===== config.mk =====
export PLATFORM = sky130hd
export DESIGN_NAME = systolic_array_mac_pe
export DESIGN_NICKNAME = d
export VERILOG_FILES = /design/src/rtl/systolic_array_mac_pe.sv
export SDC_FILE = /design/constraint.sdc
export NUM_CORES = 2
export LEC_CHECK = 0
export CAP_MARGIN = 10
export CORE_UTILIZATION = 30
export CTS_BUF_LIST = sky130_fd_sc_hd__clkbuf_8
export DETAILED_ROUTE_END_ITERATION = 7
export SETUP_SLACK_MARGIN = 0.1
export SKIP_LAST_GASP = 1
export SYNTH_ARGS = -nofsm -noshare
export SYNTH_HDL_FRONTEND = slang
export SYNTH_SLANG_ARGS = --single-unit

===== constraint.sdc =====
create_clock -name clk -period 21 [get_ports clk]
set_clock_uncertainty 0.05 [all_clocks]
set_input_delay 4.2 -clock clk [delete_from_list [all_inputs] [get_ports clk]]
set_output_delay 4.2 -clock clk [all_outputs]
set_load 0.01 [all_outputs]

===== src/rtl/systolic_array_mac_pe.sv =====
// Output-stationary systolic-array PE: forwards x/y operands, accumulates signed
// x*y products in MAC mode, and joins a per-column result shift chain on drain.
module systolic_array_mac_pe #(
  parameter int data_width = 32,
  parameter int acc_width  = 72,
  parameter int x_delay    = 2,
  parameter int n_upstream = 0
) (
  input  logic                  clk,
  input  logic                  reset,
  input  logic                  mode,
  input  logic                  clear,
  input  logic                  drain,
  input  logic [data_width-1:0] x_in,
  input  logic                  x_val_in,
  input  logic [data_width-1:0] y_in,
  input  logic                  y_val_in,
  input  logic [acc_width-1:0]  res_in,
  input  logic                  res_val_in,
  output logic [data_width-1:0] x_out,
  output logic                  x_val_out,
  output logic [data_width-1:0] y_out,
  output logic                  y_val_out,
  output logic [acc_width-1:0]  res_out,
  output logic                  res_val_out,
  output logic                  busy
);

  localparam int CW = (n_upstream > 0) ? $clog2(n_upstream + 1) : 1;
  localparam logic [CW-1:0] N_UP = CW'(n_upstream);

  typedef enum logic {S_ACC, S_DRAIN} state_t;

  logic [x_delay-1:0][data_width-1:0] r_x;
  logic [x_delay-1:0]                 r_xv;
  logic [data_width-1:0]              r_y;
  logic                               r_yv;
  logic [acc_width-1:0]               r_acc;
  logic [acc_width-1:0]               r_res;
  logic                               r_res_val;
  logic [CW-1:0]                      r_cnt;
  state_t                             r_state;

  logic                               w_pair;
  logic signed [2*data_width-1:0]     w_xe;
  logic signed [2*data_width-1:0]     w_ye;
  logic signed [2*data_width-1:0]     w_prod;
  logic [acc_width-1:0]               w_prod_ext;
  logic [acc_width-1:0]               w_snap;

  // Forwarding paths run regardless of mode; valids travel ungated with data.
  always_ff @(posedge clk) begin
    if (reset) begin
      r_x  <= '0;
      r_xv <= '0;
      r_y  <= '0;
      r_yv <= 1'b0;
    end else begin
      r_x[0]  <= x_in;
      r_xv[0] <= x_val_in;
      for (int i = 1; i < x_delay; i++) begin
        r_x[i]  <= r_x[i-1];
        r_xv[i] <= r_xv[i-1];
      end
      r_y  <= y_in;
      r_yv <= y_val_in;
    end
  end

  assign w_pair     = r_xv[0] & r_yv;
  assign w_xe       = {{data_width{r_x[0][data_width-1]}}, r_x[0]};
  assign w_ye       = {{data_width{r_y[data_width-1]}}, r_y};
  assign w_prod     = w_xe * w_ye;
  assign w_prod_ext = acc_width'(w_prod);
  assign w_snap     = mode ? r_acc : '0;

  // Drain outranks clear so a combined drain+clear still snapshots the old tile.
  always_ff @(posedge clk) begin
    if (reset) begin
      r_acc <= '0;
    end else if (!mode) begin
      r_acc <= '0;
    end else if (drain) begin
      r_acc <= w_pair ? w_prod_ext : '0;
    end else if (clear) begin
      r_acc <= '0;
    end else if (w_pair) begin
      r_acc <= r_acc + w_prod_ext;
    end
  end

  always_ff @(posedge clk) begin
    if (reset) begin
      r_state   <= S_ACC;
      r_cnt     <= '0;
      r_res     <= '0;
      r_res_val <= 1'b0;
    end else begin
      case (r_state)
        S_ACC: begin
          if (drain) begin
            r_res     <= w_snap;
            r_res_val <= 1'b1;
            r_cnt     <= N_UP;
            r_state   <= S_DRAIN;
          end else begin
            r_res_val <= 1'b0;
          end
        end
        default: begin
          if (drain) begin
            r_res     <= w_snap;
            r_res_val <= 1'b1;
            r_cnt     <= N_UP;
          end else if (r_cnt != '0) begin
            r_res     <= res_in;
            r_res_val <= res_val_in;
            r_cnt     <= r_cnt - 1'b1;
          end else begin
            r_res_val <= 1'b0;
            r_state   <= S_ACC;
          end
        end
      endcase
    end
  end

  assign x_out       = r_x[x_delay-1];
  assign x_val_out   = r_xv[x_delay-1];
  assign y_out       = r_y;
  assign y_val_out   = r_yv;
  assign res_out     = r_res;
  assign res_val_out = r_res_val;
  assign busy        = (r_state == S_DRAIN);

endmodule


==> impl_summary.md <==
Layout
With fillers left out, the area of the finished cells amounts to 53900 sq um. At the end of the flow the core is filled with cells to 0.334. The layout has 16700 filler cells. At the end of the flow, the number of nets in the layout was 6902. Relative to the synthesized area, the layout overhead comes to 10.2%.

The share of layout cells above drive strength 1 is 0.0348.

Global route
In the global route stage, overall resource usage came out at 0.178. The wire length of the first global-routing pass is 229000 microns. Entering global routing, the biggest net connects 82 pins. The remaining global-route overflow is 0. The initial antenna violation count came to 10.

The number of global-route vias before repair is about 40000.

Routing
The number of DRC violations after detailed-routing iteration 0 is approximately 2600. Dividing the detail-routed wire length by the instance count gives 18.6 microns. After detailed routing, the number of remaining DRC violations is 0.

The count of nets left with antenna violations once routing finished came out at 0. The routed layout has 37200 vias. In the routed layout, each cell is associated on average with a via count of between 4 and 5. The final layout contains routed wiring with a total length of between 100000 and 150000 microns.

The count of TritonRoute iterations in the first routing pass is 5.

Timing
The final count of pins violating max slew is 0. The worst path needs about 12 ns of the cycle, external delays included. Based on the critical path, the design can be clocked at up to between 0.08 and 0.09 GHz.

The worst pin sits at a relative slew slack of 0.249. The actual slew at the worst max-slew pin is between 1 and 1.5 ns. The number of failing hold endpoints at the final stage was 0. Adding up every negative setup slack in the final design gives 0 ns. The number of failing setup endpoints in the final timing report is 0.

Setup repair after global routing left no endpoint under its margin. In the finished design, the share of the clock period the worst path needs comes to 0.572.

Synthesis
The share of the Yosys chip area taken by registers is 0.0998. During synthesis, Yosys emitted a total of 0 warnings. The count of different cell masters after synthesis is just over 80. The most used flip-flop cell after synthesis is sky130_fd_sc_hd__dfxtp_1. In this run, synthesis inferred 0 flip-flops with an integrated enable. The average footprint of a synthesized cell is around 9 sq um. The number of nets in the synthesized netlist is 6926. In this run, synthesis produced a sequential element count of 244. The proportion of synthesized flip-flops having asynchronous set or reset is 0. The cell area after synthesis is around 49000 sq um. The post-synthesis instance total is approximately 5400.

CTS
After clock tree synthesis, the flow added hold-fix buffers numbering 0. The H-tree was split into 2 levels. Once the clock tree was built, the setup fixing pass inserted 0 buffers.

TritonCTS built the clock tree. The total clock sinks is 244. After clock tree synthesis, the clock-pin slew on the worst setup and hold paths is approximately 0.060 ns.

The later pin in the worst-skew pair is clocked with a latency of 0.78 ns. The clock passes through at most 3 buffers. The clock buffer count from CTS is 50.

The post-cts sizing count is 0. The tree is rooted in a sky130_fd_sc_hd__clkbuf_8.

Placed design
The cell area after placement is 52800 sq um. At the end of routability-driven placement, the weighted congestion stood at 0.889. The placed wire-length estimate after detailed placement is 109000 microns.

Port buffering added 210 buffers.

Worst setup path
The required time of the critical path is 21.62 ns. Among all stages on the critical path, the largest delay is contributed by sky130_fd_sc_hd__dfxtp_1. In this run the worst path has a maximum fanout of 19. The worst setup path is launched from a register.

The critical path is of the register to register type. On the worst path, the slowest cell contributes a delay of 0.89 ns. The worst endpoint data arrival time is 12.62 ns. In this design, the critical path's most frequently occurring cell is sky130_fd_sc_hd__fa_1. The endpoint class of the critical path is a register.

Floorplanning
During I/O placement, the number of pins put on the boundary was 284. The die area is 165000 sq um. The die is 406 microns wide. The area of the core region is 161000 sq um.

Measured along the y axis, the die boundary spans 406 microns. After floorplanning, the core was divided into between 100 and 150 placement rows. For this configuration, the core starts out at a cell density of 0.303.

Flow run
The count of max-cap constraint violations is 0.

Outcome
The run finished with clean final reports.

Min path
The type of the most critical hold path is register to register.
[area by class of cell]
type	count	area, sq um	area share
diodes	5	12.5	0.000232
clock buffers	58	798	0.0148
clock inverters	28	299	0.00555
inverters	971	3640	0.0676
multi-input cells	3876	39000	0.723
flip-flops and latches	244	4900	0.0910
well taps	2160	2700	0.0501
repair buffers	277	2600	0.0482
[cells in the mapped netlist (all sizes together) (9+ instances only)]
cell    count  share of area
a211oi     22         0.0036
a21o       59         0.0090
a21oi     234          0.024
a221oi     44         0.0079
a31oi      26         0.0035
and2      466          0.060
and3       19         0.0025
buf        54         0.0073
clkbuf    299          0.023
dfxtp     244           0.10
fa       1083           0.44
ha        255          0.065
inv       971          0.074
nand2     666          0.051
nand2b     97          0.012
nand3     103          0.011
nand4      31         0.0040
nor2      163          0.013
nor2b     117          0.015
nor3       45         0.0047
nor4        9         0.0012
o211ai     15         0.0024
o21a       19         0.0029
o21ai     151          0.016
o21bai     19         0.0029
xnor2      83          0.015
xor2       51         0.0091
[cells by family (layout without fill, tap and decap cells)]
kind of cell             Yosys count  count (layout)  synth area share
AND/OR/NAND/NOR                 1735            1735             0.176
adder cells (fa/ha/maj)         1338            1338             0.508
buffers and inverters           1324            1334             0.105
AO/OA/AOI/OAI                    667             667            0.0866
flip-flops                       244             244            0.0998
XOR/XNOR                         134             134            0.0240
multiplexers                       2               2          0.000409
other                              0               5                 0
[state kept, by name, summed over array words and instances, names as in the netlist]
signal	flops
r_acc	72
res_out	72
r_x	32
x_out	32
y_out	32
r_xv	2
res_val_out	1
y_val_out	1
[routing by layer]
layer | part of all wire | vias up | GRT usage
li1 | - | 16500 | -
met1 | 0.45 | 19100 | 0.250
met2 | 0.44 | 1279 | 0.276
met3 | 0.080 | 213 | 0.0395
met4 | 0.025 | 2 | 0.0450
met5 | 0.000092 | - | 0
[worst paths after layout]
path | depth (start not counted) | start | endpoint | slack, ns
max | 37 | r_x[31] | r_acc[71] | 9.00
min | 2 | res_out[8] | res_out[8] | 0.42
max reg2reg | 37 | r_x[31] | r_acc[71] | 9.00
min reg2reg | 2 | res_out[8] | res_out[8] | 0.42
[worst max-delay path: cells and delay by family, from the launching register on]
| family | cells | cell delay (ns) |
|---|---|---|
| buffers and inverters | 4 | 0.94 |
| XOR/XNOR | 2 | 0.32 |
| adder cells (fa/ha/maj) | 10 | 5.07 |
| AND/OR/NAND/NOR | 13 | 1.86 |
| flip-flops | 1 | 0.89 |
| AO/OA/AOI/OAI | 8 | 2.76 |
[cell usage in the layout (no fill, tap or decap), types with 68 or more instances in the layout]
cell type | synthesis | routed
sky130_fd_sc_hd__nor2b_1 | 117 | 116
sky130_fd_sc_hd__nand3_1 | 103 | 103
sky130_fd_sc_hd__a21oi_1 | 232 | 232
sky130_fd_sc_hd__dfxtp_1 | 244 | 229
sky130_fd_sc_hd__nand2_1 | 666 | 665
sky130_fd_sc_hd__inv_1 | 971 | 983
sky130_fd_sc_hd__buf_4 | 33 | 68
sky130_fd_sc_hd__clkdlybuf4s50_1 | 0 | 207
sky130_fd_sc_hd__o21ai_0 | 120 | 120
sky130_fd_sc_hd__nand2b_1 | 97 | 97
sky130_fd_sc_hd__xnor2_1 | 83 | 83
sky130_fd_sc_hd__and2_1 | 465 | 465
sky130_fd_sc_hd__fa_1 | 1083 | 1083
sky130_fd_sc_hd__ha_1 | 255 | 255
sky130_fd_sc_hd__nor2_1 | 162 | 160
[stage by stage]
| stage | hold slack, ns | cells | setup WS [ns] |
|---|---|---|---|
| CTS | 0.417 | 7614 | 9.09 |
| global placement | 0.401 | 7528 | 9.26 |
| global route | 0.435 | 7616 | 8.30 |
| floorplan | 0.412 | 5444 | 11.18 |
| detailed placement | 0.409 | 7528 | 9.12 |
| finish | 0.417 | 7619 | 9.00 |
Power is not shown: default switching activity piles up to over one toggle a cycle in this logic, so the estimate is an artifact.
